$ cat src/rtl/board_pkg.sv
// Shared geometry, phase encoding and cursor helpers for the naval-battle board.
package board_pkg;

   localparam int NUM_COLS = 5;
   localparam int NUM_ROWS = 7;
   localparam int NUM_PIX  = NUM_COLS * NUM_ROWS;

   typedef enum logic [1:0] {
      EDIT   = 2'd0,
      ATTACK = 2'd1,
      DONE   = 2'd2
   } phase_t;

   typedef logic [NUM_PIX-1:0] pix_map_t;

   typedef struct packed {
      logic [2:0] row;
      logic [2:0] col;
   } cursor_t;

   function automatic logic [5:0] pix_index(input logic [2:0] col, input logic [2:0] row);
      return {3'b000, col} * 6'(NUM_ROWS) + {3'b000, row};
   endfunction

   // One step of cursor motion with wrap-around; only the highest-priority direction acts.
   function automatic cursor_t step_cursor(input cursor_t cur,
                                           input logic    up,
                                           input logic    down,
                                           input logic    left,
                                           input logic    right);
      cursor_t nxt;
      nxt = cur;
      if (up)
         nxt.row = (cur.row == 3'd0) ? 3'(NUM_ROWS - 1) : cur.row - 3'd1;
      else if (down)
         nxt.row = (cur.row == 3'(NUM_ROWS - 1)) ? 3'd0 : cur.row + 3'd1;
      else if (left)
         nxt.col = (cur.col == 3'd0) ? 3'(NUM_COLS - 1) : cur.col - 3'd1;
      else if (right)
         nxt.col = (cur.col == 3'(NUM_COLS - 1)) ? 3'd0 : cur.col + 3'd1;
      return nxt;
   endfunction

endpackage

$ cat src/rtl/blink_divider.sv
// Free-running divider: blink toggles once every BLINK_DIV clock cycles.
module blink_divider #(
   parameter int BLINK_DIV = 25_000_000
) (
   input  logic clk,
   input  logic reset,
   output logic blink
);

   localparam int CNT_W = (BLINK_DIV > 1) ? $clog2(BLINK_DIV) : 1;
   localparam logic [CNT_W-1:0] TERMINAL = CNT_W'(BLINK_DIV - 1);

   logic [CNT_W-1:0] count;

   // NOTE: sequential state uses non-blocking assignments so every flop samples pre-edge values.
   always_ff @(posedge clk or posedge reset) begin
      if (reset) begin
         count <= '0;
         blink <= 1'b0;
      end else if (count == TERMINAL) begin
         count <= '0;
         blink <= ~blink;
      end else begin
         count <= count + CNT_W'(1);
      end
   end

endmodule

$ cat src/rtl/board_frame_builder.sv
// Game-phase FSM, ship/hit maps and cursor for the 5x7 LED board; renders the
// active map into registered column patterns for the matrix scanner.
module board_frame_builder
   import board_pkg::*;
#(
   parameter int BLINK_DIV = 25_000_000,
   parameter int MAX_SHIPS = 10
) (
   input  logic       clk,
   input  logic       reset,
   input  logic       btn_up,
   input  logic       btn_down,
   input  logic       btn_left,
   input  logic       btn_right,
   input  logic       btn_mark,
   input  logic       btn_confirm,
   input  logic       btn_clear,
   output logic [6:0] col1,
   output logic [6:0] col2,
   output logic [6:0] col3,
   output logic [6:0] col4,
   output logic [6:0] col5,
   output logic [1:0] phase,
   output logic [5:0] ship_count,
   output logic [5:0] hit_count,
   output logic       hit_pulse,
   output logic       miss_pulse
);

   localparam logic [5:0] MAX_CNT = 6'(MAX_SHIPS);

   phase_t     state;
   pix_map_t   ship_map;
   pix_map_t   hit_map;
   cursor_t    cursor;
   logic       blink;
   logic [5:0] cur_idx;
   logic       cur_ship;
   logic       cur_hit;
   logic       edit_toggle;
   logic [5:0] edit_count_nxt;
   logic [5:0] hit_count_inc;
   pix_map_t   cursor_mask;
   pix_map_t   frame;

   blink_divider #(
      .BLINK_DIV(BLINK_DIV)
   ) u_blink (
      .clk  (clk),
      .reset(reset),
      .blink(blink)
   );

   // Mark always acts on the cursor as it was before this cycle's move.
   assign cur_idx       = pix_index(cursor.col, cursor.row);
   assign cur_ship      = ship_map[cur_idx];
   assign cur_hit       = hit_map[cur_idx];
   assign hit_count_inc = hit_count + 6'd1;

   // NOTE: every always_comb output gets a default first, so no path can infer a latch.
   always_comb begin
      edit_toggle    = 1'b0;
      edit_count_nxt = ship_count;
      if (btn_mark) begin
         if (cur_ship) begin
            edit_toggle    = 1'b1;
            edit_count_nxt = ship_count - 6'd1;
         end else if (ship_count < MAX_CNT) begin
            edit_toggle    = 1'b1;
            edit_count_nxt = ship_count + 6'd1;
         end
      end
   end

   // NOTE: the maps are ordinary flops, not RAM, so they take the async reset with the rest.
   always_ff @(posedge clk or posedge reset) begin
      if (reset) begin
         state      <= EDIT;
         ship_map   <= '0;
         hit_map    <= '0;
         cursor     <= '0;
         ship_count <= '0;
         hit_count  <= '0;
         hit_pulse  <= 1'b0;
         miss_pulse <= 1'b0;
      end else begin
         hit_pulse  <= 1'b0;
         miss_pulse <= 1'b0;
         if (btn_clear) begin
            state      <= EDIT;
            ship_map   <= '0;
            hit_map    <= '0;
            cursor     <= '0;
            ship_count <= '0;
            hit_count  <= '0;
         end else if (state != DONE) begin
            cursor <= step_cursor(cursor, btn_up, btn_down, btn_left, btn_right);
            case (state)
               EDIT: begin
                  if (edit_toggle) begin
                     ship_map[cur_idx] <= ~cur_ship;
                     ship_count        <= edit_count_nxt;
                  end
                  if (btn_confirm && (edit_count_nxt != 6'd0))
                     state <= ATTACK;
               end
               ATTACK: begin
                  if (btn_mark) begin
                     if (cur_ship && !cur_hit) begin
                        hit_map[cur_idx] <= 1'b1;
                        hit_count        <= hit_count_inc;
                        hit_pulse        <= 1'b1;
                        if (hit_count_inc == ship_count)
                           state <= DONE;
                     end else begin
                        miss_pulse <= 1'b1;
                     end
                  end
               end
               default: ;
            endcase
         end
      end
   end

   always_comb begin
      cursor_mask = pix_map_t'(blink) << cur_idx;
      case (state)
         EDIT:    frame = ship_map ^ cursor_mask;
         ATTACK:  frame = hit_map ^ cursor_mask;
         DONE:    frame = blink ? '1 : hit_map;
         default: frame = '0;
      endcase
   end

   always_ff @(posedge clk or posedge reset) begin
      if (reset) begin
         col1 <= '0;
         col2 <= '0;
         col3 <= '0;
         col4 <= '0;
         col5 <= '0;
      end else begin
         col1 <= frame[0*NUM_ROWS +: NUM_ROWS];
         col2 <= frame[1*NUM_ROWS +: NUM_ROWS];
         col3 <= frame[2*NUM_ROWS +: NUM_ROWS];
         col4 <= frame[3*NUM_ROWS +: NUM_ROWS];
         col5 <= frame[4*NUM_ROWS +: NUM_ROWS];
      end
   end

   assign phase = state;

endmodule

$ cat config.mk
export PLATFORM = sky130hd
export DESIGN_NAME = board_frame_builder
export DESIGN_NICKNAME = d
export VERILOG_FILES = /design/src/rtl/board_pkg.sv /design/src/rtl/blink_divider.sv /design/src/rtl/board_frame_builder.sv
export SDC_FILE = /design/constraint.sdc
export NUM_CORES = 1
export LEC_CHECK = 0
export BUFFER_PORTS_ARGS = -buffer_cell sky130_fd_sc_hd__buf_2
export CORE_ASPECT_RATIO = 0.5
export CORE_MARGIN = 2
export CORE_UTILIZATION = 56
export CTS_BUF_LIST = sky130_fd_sc_hd__clkbuf_4 sky130_fd_sc_hd__clkbuf_8 sky130_fd_sc_hd__clkbuf_16
export DETAILED_ROUTE_END_ITERATION = 16
export PLACE_DENSITY_LB_ADDON = 0.05
export SLEW_MARGIN = 20
export SYNTH_ARGS = -nofsm -noshare
export SYNTH_HDL_FRONTEND = slang
export SYNTH_HIERARCHICAL = 1
export SYNTH_SLANG_ARGS = --single-unit
$ cat constraint.sdc
create_clock -name clk -period 5.8 [get_ports clk]
set_input_delay 1.16 -clock clk [delete_from_list [all_inputs] [get_ports clk]]
set_output_delay 1.16 -clock clk [all_outputs]
set_load 0.01 [all_outputs]
=== Yosys cells after proc, flatten, opt, wreduce, memory -nomap -nowiden ===
Index checks and enable logic that the tools add are counted.

* Output and inout port bits: 51
* Register bits after elaboration: 153
* Input bits: 9

* Bitwise operators: 5
* Equality and inequality tests: 13
* Order comparisons: 3
* Shifts and indexed selects: 1
* Multipliers: 1
* Reduce and logical (&&, ||, !) cells: 22
* Add/sub/neg operators: 9
* Multiplexer cells: 63

{| class="wikitable"
|+ Operator list
! cell !! number
|-
| 2-to-1 mux 35 bit || 10
|-
| one-hot mux 35 bit (3 select lines) || 1
|-
| 2-to-1 mux 6 bit || 14
|-
| XOR 35 bit || 2
|-
| bitwise mux 35 bit || 1
|-
| OR 35 bit || 1
|-
| << shifter 1 x 6 -> 35 bit || 1
|-
| 2-to-1 mux 3 bit || 10
|-
| adder 25 x 1 -> 25 bit (second input constant) || 1
|-
| == test 25 bit (second input constant) || 1
|-
| 2-to-1 mux 25 bit || 1
|-
| 2-to-1 mux 1 bit || 16
|-
| adder 6 x 1 -> 6 bit (second input constant) || 2
|-
| binary-select mux 1 bit (select 6 bit) || 2
|-
| 2-to-1 mux 2 bit || 6
|-
| inequality test 3 bit (second input constant) || 4
|-
| nonzero test 2 bit || 6
|-
| nonzero test 3 bit || 3
|-
| AND reduction 4 bit || 2
|-
| < comparator 6 x 7 -> 1 bit (second input constant) || 1
|-
| adder 3 x 1 -> 3 bit (second input constant) || 2
|-
| adder 6 x 3 -> 6 bit || 1
|-
| demux 1 bit (select 6 bit) || 1
|-
| == test 3 bit (second input constant) || 2
|-
| other kinds (20) || 26
|}

=== Logic depth before layout (Yosys ltp) ===
Gate-level depths: netlist of run 1.

* Depth in word-level cells: 12
* Mapped depth: 17
* Depth with buffers taken out: 13

=== By module ===
Netlist of run 1, hierarchy kept.

{| class="wikitable"
|+ Modules (own cells, without submodules)
! module !! cells each !! sequential area each (um2) !! instances !! area each (um2)
|-
| board_frame_builder || 951 || 3178.0 || 1 || 7980.2
|-
| blink_divider || 128 || 650.6 || 1 || 1313.8
|}

=== Least setup slack after synthesis of run 1 ===
OpenSTA, ideal clock, no wires.

* Path kind: flip-flop to flip-flop
* From: register cursor[0] in the netlist's numbering
* To: register hit_count[4]
* Arrival: 4.347 ns
* Path buffers: 2
* Stages on the path, launching flop included: 16
* Setup slack: 1.328 ns
* Library setup time: 0.125 ns
* Cells stage by stage: dfrtp_1 -> fa_1 -> inv_1 -> fa_1 -> inv_1 -> fa_1 -> buf_2 -> buf_1 -> mux2i_1 -> o2bb2ai_1 -> a221oi_1 -> nor3_1 -> a211oi_1 -> nand2_1 -> nor4_1 -> mux2_2

* Cells in the longest elaborated chain, start to end: 8

{| class="wikitable"
|+ RTL lines
! item !! RTL line !! text
|-
| start: declaration || board_frame_builder.sv:35 || <nowiki>cursor_t cursor;</nowiki>
|-
| start signal: assignment || board_frame_builder.sv:97 || <nowiki>cursor <= step_cursor(cursor, btn_up, btn_down, btn_left, btn_right);</nowiki>
|-
| multiplier 3 x 3 -> 6 bit * || board_pkg.sv:22 || <nowiki>return {3'b000, col} * 6'(NUM_ROWS) + {3'b000, row};</nowiki>
|-
| adder 6 x 3 -> 6 bit * || board_pkg.sv:22 ||
|-
| binary-select mux 1 bit (select 6 bit) || board_frame_builder.sv:57 || <nowiki>assign cur_hit = hit_map[cur_idx];</nowiki>
|-
| 2-to-1 mux 1 bit (not written as such) || board_frame_builder.sv:57 ||
|-
| logical NOT 1 bit || board_frame_builder.sv:109 || <nowiki>if (cur_ship && !cur_hit) begin</nowiki>
|-
| logical AND 1 bit * || board_frame_builder.sv:109 ||
|-
| nonzero test 2 bit (no source line) * || -- ||
|-
| AND reduction 4 bit (no source line) * || -- ||
|-
| end signal: assignment || board_frame_builder.sv:111 || <nowiki>hit_count <= hit_count_inc;</nowiki>
|-
| end: declaration || board_frame_builder.sv:25 || <nowiki>output logic [5:0] hit_count,</nowiki>
|}

Mark *: on every way between the ends. The rest lies on a longest branch, timed or not. The select of a mux whose other input is x is not followed.
A chain may end at the register's enable or synchronous reset.

=== Worst setup path after layout of run 1 ===
* From: register cursor[2] in the netlist's numbering
* To: register hit_map[24]

* Cells in the longest elaborated chain, start to end: 12

{| class="wikitable"
|+ RTL lines
! item !! RTL line !! text
|-
| multiplier 3 x 3 -> 6 bit * || board_pkg.sv:22 ||
|-
| adder 6 x 3 -> 6 bit * || board_pkg.sv:22 ||
|-
| < comparator 6 x 7 -> 1 bit (not written as such) / greater-or-equal comparator 6 x 1 -> 1 bit (equally long branches) || board_frame_builder.sv:110 || <nowiki>hit_map[cur_idx] <= 1'b1;</nowiki>
|-
| logical AND 1 bit (not written as such) || board_frame_builder.sv:110 ||
|-
| 2-to-1 mux 1 bit (not written as such) || board_frame_builder.sv:110 ||
|-
| demux 1 bit (select 6 bit) || board_frame_builder.sv:110 ||
|-
| OR 35 bit (no source line) || -- ||
|-
| 2-to-1 mux 35 bit || board_frame_builder.sv:109 ||
|-
| 2-to-1 mux 35 bit || board_frame_builder.sv:108 || <nowiki>if (btn_mark) begin</nowiki>
|-
| 2-to-1 mux 35 bit || board_frame_builder.sv:98 || <nowiki>case (state)</nowiki>
|-
| 2-to-1 mux 35 bit || board_frame_builder.sv:96 || <nowiki>end else if (state != DONE) begin</nowiki>
|-
| 2-to-1 mux 35 bit || board_frame_builder.sv:89 || <nowiki>if (btn_clear) begin</nowiki>
|-
| end signal: assignment || board_frame_builder.sv:80 || <nowiki>hit_map <= '0;</nowiki>
|-
| end signal: assignment || board_frame_builder.sv:92 || <nowiki>hit_map <= '0;</nowiki>
|-
| end signal: indexed assignment || board_frame_builder.sv:110 ||
|-
| end: declaration || board_frame_builder.sv:34 || <nowiki>pix_map_t hit_map;</nowiki>
|}

Marks and branches as above.

==> results of run 1 <==
[repair_timing]
action,CTS,global route
buffers inserted,0,0
gates resized for setup,0,1
hold endpoints to repair,0,0
setup endpoints to repair,0,2
[routing by layer]
metal | part of all wire | vias to the layer above
li1 | - | 3978
met1 | 0.45 | 4314
met2 | 0.46 | 378
met3 | 0.080 | 35
met4 | 0.011 | 0
met5 | 0 | -
[flip-flops by register name, indices dropped and copies added, names as in the netlist]
register       flops
miss_pulse         1
hit_count          6
hit_map           35
phase              2
hit_pulse          1
u_blink/blink      1
col5               7
ship_map          35
col3               7
ship_count         6
col2               7
cursor             6
u_blink/count     25
col1               7
col4               7
[worst reg2reg max path: cells and delay by family (launching register included)]
| kind | cells | cell delay (ns) |
|---|---|---|
| AO/OA/AOI/OAI | 3 | 0.78 |
| buffers and inverters | 5 | 0.84 |
| flip-flops | 1 | 0.50 |
| AND/OR/NAND/NOR | 3 | 1.06 |
| adder cells (fa/ha/maj) | 3 | 1.98 |
[cells by family (layout without fill, tap and decap cells)]
logic type,Yosys count,in the layout,share of synthesized area
muxes,26,26,0.0433
AOI/OAI and AO/OA,376,376,0.242
DFF,153,153,0.412
and+or+nand+nor,359,359,0.189
buffers and inverters,112,137,0.0497
xor gates and xnor gates,27,27,0.0254
adders and majority gates,26,26,0.0382
[cell usage in the layout (no fill, tap or decap), drive strengths merged, types with 3 or more instances in the layout]
cell type	instances
nor3b	4
mux2i	11
clkinv	8
o22ai	40
nor3	31
clkbuf	19
inv	29
o211ai	5
and4	6
fa	4
a2111oi	3
o31ai	8
and3	8
a31oi	36
bufinv	3
nand4	6
xor2	13
a221oi	3
or3	8
nand3	66
o21ai	57
nand2	100
a21oi	162
buf	77
nor2b	14
a22oi	37
mux2	4
dfrtp	153
nor4	5
xnor2	14
nor2	90
nand2b	5
ha	22
mux4	11
or4	4
a211oi	8
[worst max path at each step]
stage / start / end / slack, ns / depth (start not counted)
6_report: cursor[2]$_DFFE_PP0P_ / hit_map[24]$_DFFE_PP0P_ / 0.56 / 14
5_1_grt: cursor[2]$_DFFE_PP0P_ / hit_map[15]$_DFFE_PP0P_ / 0.34 / 14
4_1_cts: cursor[2]$_DFFE_PP0P_ / hit_map[24]$_DFFE_PP0P_ / 0.35 / 14
3_5_place_dp: cursor[2]$_DFFE_PP0P_ / hit_map[11]$_DFFE_PP0P_ / 0.38 / 14
3_3_place_gp: cursor[2]$_DFFE_PP0P_ / ship_map[32]$_DFFE_PP0P_ / 0.52 / 14
2_1_floorplan: reset / col1[0]$_DFF_PP0_ / 1.26 / 1
[where the power goes]
group	switching [W]	leakage [nW]	internal [W]
Sequential	0.0000386	2.09	0.00113
Clock	0.000483	0.303	0.000699
Combinational	0.000486	1.92	0.000227
[final cells by class]
type	count	area, sq um	share of cell area
clock buffers	19	447	0.0433
clock inverters	13	168	0.0163
inverters	28	110	0.0107
multi-input cells	814	5020	0.487
flip-flops and latches	153	3830	0.371
well taps	227	284	0.0275
repair buffers	77	455	0.0441
[stage by stage]
| stage | instances | utilization | power [W] |
|---|---|---|---|
| CTS | 1331 | 0.632 | 0.00307 |
| detailed placement | 1299 | 0.595 | 0.00188 |
| global route | 1331 | 0.633 | 0.00320 |
| floorplan | 1079 | - | 0.00166 |
| global placement | 1299 | 0.595 | 0.00187 |
| finish | 1331 | 0.633 | 0.00306 |
==> key figures, run 1 <==
Die
  – Die span in x: 186 um
  – Starting Density: 0.570
  – # IOs: 60
  – Core ar.: 0.0163 sq mm
  – Cell Rows: 33
  – Die area: 0.0177 sq mm
  – Die height: roughly 95 um

Timing
  – PnR worst setup slack: 0.557 ns
  – Min Tclk post-route: around 5.2 ns
  – Final Hold Viols: 0
  – Max-slew violations: 0
  – Final setup fails: 0
  – Total negative slack: 0 ns
  – Final period util: 0.904
  – Unrepaired setup endpoints after global routing: false
  – Clock Skew: 0.0162 ns
  – Hold WS: between 0.4 and 0.5 ns
  – Worst rel slew slack: 0.284
  – Fmax: about 0.19 GHz
  – Worst Tran Pin Value: 1.07 ns

Hold path
  – Worst Hold Path Cells: 1
  – Hold_sp: u_blink/count[0]$_DFF_PP0_
  – Hold EP: u_blink/count[0]$_DFF_PP0_
  – Min-delay worst type: reg2reg

Setup path
  – Flop2flop setup slack: 0.56 ns
  – Reg-to-Reg Start: cursor[2]$_DFFE_PP0P_
  – Worst reg2reg path depth: 14
  – Slowest cell on crit path: fa_2
  – Crit Path Class: reg2reg
  – Cells along the critical path: fa_1 -> inv_1 -> fa_1 -> inv_1 -> fa_2 -> buf_4 -> buf_4 -> nand3b_1 -> o21ai_0 -> a211oi_1 -> and4b_1 -> buf_4 -> a21oi_1 -> nor2_1
  – CP top delay family: adder cells
  – Worst-path fanout max: 21
  – Arrival @ worst endpoint: around 5.6 ns
  – Critical Path Source Type: flop
  – Worst path max stage delay: 0.95 ns
  – Worst Path Buf+Inv: 5
  – RR Endpoint: hit_map[24]$_DFFE_PP0P_
  – Critical Path End Type: flop
  – CP Data Required Time: 6.14 ns
  – Most common cell on crit path: buf_4

Placement
  – Hpwl dp: 16000 um
  – Setup WS pre-CTS: roughly 0.38 ns
  – Cell Area, Placed: roughly 0.0097 sq mm
  – GPL Wtd Cong: 0.900
  – Port-buffer cells: 59

Cells and area
  – Ratio of cells with drive above 1 in the final layout: 0.136
  – Final #Nets: 1126
  – Design area: about 0.010 sq mm
  – Inserted Diodes: 0
  – Area growth, synth to finish: 11.0%
  – Layout fillers: 1440

Global route
  – GR Util met1: 0.440
  – Vias in the first global route: 8150
  – Grt met2 use: 0.494
  – Initial antenna violation count: 0
  – Global route total overflow: 0
  – GR Util All Layers: 0.311
  – Largest net degree at the start of global routing: 106
  – Grt met3 use: 0.0672
  – First-pass GRT wire length: 42900 um
  – Gr busiest metal: met2

Power and ir drop
  – Worst vdd ir: approximately 0.00022 V
  – Leakage: around 4.3 nW
  – Pwr/cell area: 297 mW/mm^2

Flow run
  – # Max-Cap Violations: 0

Routing
  – Post-DR vias/cell: 6.54
  – Initial DRC Count: 957
  – Routed WL per cell: 19.8 um
  – Router iterations before antenna repair: 5
  – ANT nets after route: 0
  – Total number of vias: 8705
  – WL final: 26300 um
  – Drc violations: 0

Logic synthesis
  – Synth async-reset ratio: 1.00
  – Top cell type's share of synthesized area: 0.412
  – Most common cell in the netlist: a21oi_1
  – Post-Syn Area: 0.00929 sq mm
  – Syn Inst Count: 1079
  – Syn. warnings: 6
  – Synth top cells by count: 161 x a21oi_1, 153 x dfrtp_1, 100 x nand2_1
  – Avg Cell Area, Syn: 8.61 sq um
  – Area leader, netlist: dfrtp_1
  – Register bit count reported by yosys: 153
  – Syn nets: 1114
  – Post-synth EDFFs: 0
  – Seq/Total Area, Yosys: 0.412
  – Synth area leaders: dfrtp_1 41%, a21oi_1 8.7%, nand2_1 4.0%
  – Post-synth cell types: 73
  – Predominant post-synthesis flop cell: dfrtp_1

Clock network
  – Clock buffer depth: 2
  – CTS tree: yes
  – Root Driver: clkbuf_16
  – Cts hold-fix bufs: 0
  – Clock slew at reported path FFs: 0.07 ns
  – Clock Latency Late Sink: between 0.4 and 0.5 ns
  – CTS H-tree lvls: 4
  – Clock Sinks: approximately 150
  – CTS buffer count: 17

Run status
  – Status: complete, no violations
(Power assumes the default switching activity.)
==> inputs of run 2 (changes only) <==
--- a/config.mk
+++ b/config.mk
@@ -12,6 +12,7 @@
 export CTS_BUF_LIST = sky130_fd_sc_hd__clkbuf_4 sky130_fd_sc_hd__clkbuf_8 sky130_fd_sc_hd__clkbuf_16
 export DETAILED_ROUTE_END_ITERATION = 16
 export PLACE_DENSITY_LB_ADDON = 0.05
+export REMOVE_ABC_BUFFERS = 1
 export SLEW_MARGIN = 20
 export SYNTH_ARGS = -nofsm -noshare
 export SYNTH_HDL_FRONTEND = slang
==> key figures, run 2 (synthesized netlist as in run 1, its figures left out) <==
Routing
  – Post-DR vias/cell: 6.43 (was 6.54)
  – ANT nets after route: 0 (unchanged)
  – Drc violations: 0 (unchanged)
  – Top Layer Used: met4 (unchanged)
  – Met3 Routed Length: 2210 um (was 2110 um)
  – WL final: 25500 um (was 26300 um)
  – Routed WL per cell: 19.1 um (was 19.8 um)
  – Metal-1 WL: 11500 um (was 11900 um)
  – Total number of vias: 8558 (was 8705)
  – Initial DRC Count: 818 (was 957)
  – Met2 wire len: 11500 um (was 12100 um)
  – Router iterations before antenna repair: 5 (unchanged)

Clock network
  – Clock slew at reported path FFs: 0.07 ns (about the same)
  – Clock buffer depth: 2 (unchanged)
  – CTS tree: yes (unchanged)
  – Clock Sinks: 153 (unchanged)
  – Cts hold-fix bufs: 0 (unchanged)
  – Root Driver: clkbuf_16 (unchanged)
  – Clock Latency Late Sink: 0.44 ns (was 0.43 ns)
  – # Post-CTS Setup Buffers: 0 (unchanged)
  – CTS H-tree lvls: 4 (unchanged)
  – Resized cells post-CTS: 0 (unchanged)
  – CTS buffer count: 17 (unchanged)

Global route
  – First-pass GRT wire length: 41900 um (was 42900 um)
  – Vias in the first global route: 7954 (was 8150)
  – Largest net degree at the start of global routing: 106 (unchanged)
  – Global route total overflow: 0 (unchanged)
  – GR Util All Layers: 0.305 (was 0.311)
  – Initial antenna violation count: 0 (unchanged)

Die
  – Cell Rows: 33 (unchanged)
  – Die span in x: 186 um (unchanged)
  – Core ar.: 0.0163 sq mm (unchanged)
  – Starting Density: 0.570 (unchanged)
  – Die area: 0.0177 sq mm (unchanged)
  – Die height: 95.1 um (unchanged)
  – # IOs: 60 (unchanged)

Cells and area
  – Inserted Diodes: 0 (unchanged)
  – Most frequent cells in the layout: 161 x a21oi_1, 152 x dfrtp_1, 100 x nand2_1, 88 x nor2_1, 66 x nand3_1 (unchanged)
  – Final #Nets: 1126 (unchanged)
  – Ratio of cells with drive above 1 in the final layout: 0.135 (was 0.136)
  – Commonest non-fill, non-tap cell in the layout: a21oi_1 (unchanged)
  – Largest registers: hit_map x35, ship_map x35, u_blink/count x25 (unchanged)
  – Area growth, synth to finish: 10.9% (was 11.0%)

Setup path
  – Crit Path Class: reg2reg (unchanged)
  – Critical Path End Type: flop (unchanged)
  – Arrival @ worst endpoint: 5.48 ns (was 5.59 ns)
  – Critical Path Source Type: flop (unchanged)
  – Worst-path fanout max: 19 (was 21)
  – CP Data Required Time: 6.08 ns (was 6.14 ns)

Timing
  – Unrepaired setup endpoints after global routing: false (unchanged)
  – PnR worst setup slack: 0.593 ns (was 0.557 ns)
  – Clock Skew: 0.0122 ns (was 0.0162 ns)
  – Max-slew violations: 0 (unchanged)
  – Fmax: 0.192 GHz (was 0.191 GHz)
  – Min Tclk post-route: 5.21 ns (was 5.24 ns)
  – Worst rel slew slack: 0.269 (was 0.284)
  – Final period util: 0.898 (was 0.904)
  – Worst Tran Pin Value: 1.10 ns (was 1.07 ns)
  – Hold WS: 0.493 ns (was 0.478 ns)
  – Final setup fails: 0 (unchanged)
  – Final Hold Viols: 0 (unchanged)

Placement
  – Hpwl dp: 15700 um (was 16000 um)
  – Port-buffer cells: 59 (unchanged)
  – GPL Wtd Cong: 0.880 (was 0.900)
  – Setup WS pre-CTS: 0.633 ns (was 0.381 ns)

Run status
  – Status: complete, no violations (unchanged)

Hold path
  – Min-delay worst type: reg2reg (unchanged)

Flow run
  – # Max-Cap Violations: 0 (unchanged)

Power and ir drop
  – Pwr/cell area: 293 mW/mm^2 (was 297 mW/mm^2)
  – Worst vdd ir: 0.000195 V (was 0.000222 V)
  – Leakage: 4.30 nW (was 4.31 nW)
## run 2: final timing paths
check	end	cells past startpoint	from	slack (ns)
min reg2reg	u_blink/count[0]$_DFF_PP0_	1	u_blink/count[0]$_DFF_PP0_	0.49
max in group asynchronous	col5[5]$_DFF_PP0_	3	reset	3.88
max	ship_map[32]$_DFFE_PP0P_	15	cursor[2]$_DFFE_PP0P_	0.59
min in group asynchronous	ship_count[2]$_DFFE_PP0P_	2	reset	0.84
min	u_blink/count[0]$_DFF_PP0_	1	u_blink/count[0]$_DFF_PP0_	0.49
max reg2reg	ship_map[32]$_DFFE_PP0P_	15	cursor[2]$_DFFE_PP0P_	0.59
## run 2: area by class of cell
class                   instances  area (sq um)
inverters                      28           108
well taps                     227           284
fillers                      1395          6000
multi-input cells             814          5020
clock buffers                  18           439
clock inverters                14           161
repair buffers                 77           468
flip-flops and latches        153          3830
## run 2: per-stage QoR
stage	cell area (sq um)	power, W	utilization	std cells	setup TNS (ns)
floorplan	8940	0.00162	-	995	-0.269
global placement	9710	0.00187	0.595	1299	0
detailed placement	9710	0.00188	0.595	1299	0
CTS	10300	0.00303	0.632	1331	0
global route	10300	0.00316	0.632	1331	0
finish	10300	0.00302	0.632	1331	0
## run 2: critical path, stage by stage, from the launching register on
cell,delay [ns]
dfrtp_1,0.50
fa_1,0.52
inv_1,0.05
fa_1,0.50
inv_1,0.07
fa_1,0.98
buf_12,0.25
mux4_2,0.21
nand3_1,0.07
and4_1,0.25
o22ai_2,0.49
o311a_2,0.48
buf_4,0.30
nand3_1,0.12
mux2i_1,0.18
nor2_1,0.05
## run 2: layer usage
layer  global-route usage  up-vias
li1                     -     3989
met1                0.439     4195
met2                0.474      344
met3               0.0604       30
met4               0.0827        0
met5                    0        -
## run 2: report_power, final
| part | internal [W] | switching [W] | leakage [nW] |
|---|---|---|---|
| registers | 0.00113 | 0.0000333 | 2.09 |
| clock network | 0.000655 | 0.000492 | 0.285 |
| logic | 0.000232 | 0.000480 | 1.93 |
| total | 0.00202 | 0.00101 | 4.30 |
==> inputs of run 3 (changes only) <==
--- a/config.mk
+++ b/config.mk
@@ -11,7 +11,7 @@
 export CORE_UTILIZATION = 56
 export CTS_BUF_LIST = sky130_fd_sc_hd__clkbuf_4 sky130_fd_sc_hd__clkbuf_8 sky130_fd_sc_hd__clkbuf_16
 export DETAILED_ROUTE_END_ITERATION = 16
-export PLACE_DENSITY_LB_ADDON = 0.05
+export PLACE_DENSITY_LB_ADDON = 0.2
 export REMOVE_ABC_BUFFERS = 1
 export SLEW_MARGIN = 20
 export SYNTH_ARGS = -nofsm -noshare
==> key figures, run 3 (synthesized netlist as in run 1, its figures left out) <==
Global route
  – GR Util All Layers: 0.304 (was 0.305)
  – Largest net degree at the start of global routing: 105 (was 106)
  – Initial antenna violation count: 0 (unchanged)
  – Global route total overflow: 0 (unchanged)
  – First-pass GRT wire length: 41800 um (was 41900 um)
  – Vias in the first global route: 8083 (was 7954)

Flow run
  – # Max-Cap Violations: 0 (unchanged)

Setup path
  – Worst-path fanout max: 21 (was 19)
  – CP startpoint: cursor[2]$_DFFE_PP0P_ (unchanged)
  – Flop2flop setup slack: 0.50 ns (was 0.59 ns)
  – Arrival @ worst endpoint: 5.61 ns (was 5.48 ns)
  – Worst Setup EP: hit_count[4]$_DFFE_PP0P_ (was ship_map[32]$_DFFE_PP0P_)
  – Cells along the critical path: fa_1 -> inv_1 -> fa_1 -> inv_1 -> fa_1 -> buf_4 -> nor2_1 -> o2bb2ai_1 -> a221oi_1 -> nor3_1 -> a211oi_1 -> nand2_1 -> nor4_1 -> mux2_2 (was fa_1 -> inv_1 -> fa_1 -> inv_1 -> fa_1 -> buf_12 -> mux4_2 -> nand3_1 -> and4_1 -> o22ai_2 -> o311a_2 -> buf_4 -> nand3_1 -> mux2i_1 -> nor2_1)
  – Slowest cell on crit path: fa_1 (unchanged)
  – Critical Path End Type: flop (unchanged)
  – Most common cell on crit path: fa_1 (unchanged)
  – Worst path max stage delay: 1.18 ns (was 0.98 ns)
  – Crit Path Class: reg2reg (unchanged)
  – CP Data Required Time: 6.11 ns (was 6.08 ns)
  – RR Endpoint: hit_count[4]$_DFFE_PP0P_ (was ship_map[32]$_DFFE_PP0P_)
  – Reg-to-Reg Start: cursor[2]$_DFFE_PP0P_ (unchanged)
  – Critical Path Source Type: flop (unchanged)
  – Worst reg2reg path depth: 14 (was 15)

Timing
  – Clock Skew: 0.0137 ns (was 0.0122 ns)
  – Worst rel slew slack: 0.358 (was 0.269)
  – Final setup fails: 0 (unchanged)
  – Total negative slack: 0 ns (unchanged)
  – Final period util: 0.915 (was 0.898)
  – Unrepaired setup endpoints after global routing: false (unchanged)
  – Fmax: 0.189 GHz (was 0.192 GHz)
  – Min Tclk post-route: 5.30 ns (was 5.21 ns)
  – Final Hold Viols: 0 (unchanged)
  – Max-slew violations: 0 (unchanged)
  – Hold WS: 0.465 ns (was 0.493 ns)
  – Worst Tran Pin Value: 0.962 ns (was 1.10 ns)

Routing
  – Drc violations: 0 (unchanged)
  – ANT nets after route: 0 (unchanged)
  – Total number of vias: 8752 (was 8558)
  – WL final: 25600 um (was 25500 um)
  – Post-DR vias/cell: 6.56 (was 6.43)
  – Routed WL per cell: 19.2 um (was 19.1 um)
  – Router iterations before antenna repair: 5 (unchanged)
  – Initial DRC Count: 1106 (was 818)

Run status
  – Status: complete, no violations (unchanged)

Placement
  – Hpwl dp: 16100 um (was 15700 um)
  – GPL Wtd Cong: 0.894 (was 0.880)
  – Placed Cells: 1303 (was 1299)
  – Port-buffer cells: 59 (unchanged)
  – Cell Area, Placed: 0.00971 sq mm (about the same)

Cells and area
  – Ratio of cells with drive above 1 in the final layout: 0.138 (was 0.135)
  – Design area: 0.0103 sq mm (about the same)
  – Final #Nets: 1130 (was 1126)
  – Largest registers: hit_map x35, ship_map x35, u_blink/count x25 (unchanged)
  – Finished Layout Cells: 1335 (was 1331)
  – Area growth, synth to finish: 10.7% (was 10.9%)
  – Inserted Diodes: 0 (unchanged)
  – Most frequent cells in the layout: 161 x a21oi_1, 152 x dfrtp_1, 100 x nand2_1, 88 x nor2_1, 66 x nand3_1 (unchanged)
  – Commonest non-fill, non-tap cell in the layout: a21oi_1 (unchanged)

Power and ir drop
  – Seq pwr share: 0.390 (was 0.384)
  – Switching Power: 0.00101 W (about the same)
  – Worst vdd ir: 0.000209 V (was 0.000195 V)
  – Leakage: 4.30 nW (about the same)
  – Power, Total: 0.00298 W (was 0.00302 W)
  – Clock share of power: 0.371 (was 0.380)
  – Internal power: 0.00197 W (was 0.00202 W)
  – Sw frac: 0.339 (was 0.333)
  – Pwr/cell area: 290 mW/mm^2 (was 293 mW/mm^2)
  – Comb power frac: 0.239 (was 0.236)

Clock network
  – CTS H-tree lvls: 4 (unchanged)
  – Clock slew at reported path FFs: 0.06 ns (was 0.07 ns)
  – Clock Sinks: 153 (unchanged)
  – Cts hold-fix bufs: 0 (unchanged)
  – CTS buffer count: 17 (unchanged)
  – # Post-CTS Setup Buffers: 0 (unchanged)
  – Clock buffer depth: 2 (unchanged)
  – Root Driver: clkbuf_16 (unchanged)
  – CTS tree: yes (unchanged)
  – Clock Latency Late Sink: 0.43 ns (was 0.44 ns)
  – Resized cells post-CTS: 0 (unchanged)

Die
  – Die area: 0.0177 sq mm (unchanged)
  – Cell Rows: 33 (unchanged)
  – Die height: 95.1 um (unchanged)
  – # IOs: 60 (unchanged)
  – Die span in x: 186 um (unchanged)
  – Starting Density: 0.570 (unchanged)
  – Core ar.: 0.0163 sq mm (unchanged)

Hold path
  – Min-delay worst type: reg2reg (unchanged)
[run 3: changes by cell type in the layout (fill, tap and decap cells not counted)]
| cell | before | now |
|---|---|---|
| buf_4 | 15 | 21 |
| buf_12 | 3 | 1 |
| bufinv_16 | 2 | 1 |
| clkinv_2 | 0 | 1 |
[run 3: area by class of cell]
type	count	area, sq um
Inverter	28	108
Clock inverter	14	136
Clock buffer	18	439
Tap cell	227	284
Multi-Input combinational cell	814	5020
Sequential cell	153	3830
Fill cell	1360	6020
Timing Repair Buffer	81	473
[run 3: routing by layer]
layer,GRT usage,up-vias,share of wire
li1,-,3998,-
met1,0.437,4245,0.44
met2,0.465,466,0.44
met3,0.0626,43,0.099
met4,0.0958,0,0.015
met5,0,-,0
[run 3: power by group through the flow]
stage	registers (W)	logic, W	clock network [W]
4_1_cts	0.00116	0.000702	0.00112
2_1_floorplan	0.00122	0.000406	0
5_1_grt	0.00117	0.000779	0.00117
3_5_place_dp	0.00118	0.000699	0
6_report	0.00116	0.000713	0.00111
3_3_place_gp	0.00118	0.000683	0
[run 3: metrics by stage]
stage          setup WS, ns   util
2_1_floorplan        -0.135      -
3_3_place_gp          0.647  0.596
3_5_place_dp          0.517  0.596
4_1_cts               0.528  0.631
5_1_grt               0.203  0.631
6_report              0.495  0.631
[run 3: critical path, delay by kind of cell, from the launching register on]
family / cells / cell delay [ns]
fa+ha+maj: 3 / 2.22
compound gates: 3 / 0.92
flops: 1 / 0.50
buf+inv: 3 / 0.40
mux: 1 / 0.38
simple gates: 4 / 0.76
[run 3: how the worst min path moves through the flow]
stage                          startpoint                         end  slack (ns)  cells after the start
2_1_floorplan  u_blink/count[0]$_DFF_PP0_  u_blink/count[0]$_DFF_PP0_        0.45                      1
3_3_place_gp    u_blink/blink$_DFFE_PP0N_   u_blink/blink$_DFFE_PP0N_        0.45                      1
3_5_place_dp    u_blink/blink$_DFFE_PP0N_   u_blink/blink$_DFFE_PP0N_        0.45                      1
4_1_cts         u_blink/blink$_DFFE_PP0N_   u_blink/blink$_DFFE_PP0N_        0.46                      1
5_1_grt         u_blink/blink$_DFFE_PP0N_   u_blink/blink$_DFFE_PP0N_        0.50                      1
6_report        u_blink/blink$_DFFE_PP0N_   u_blink/blink$_DFFE_PP0N_        0.47                      1
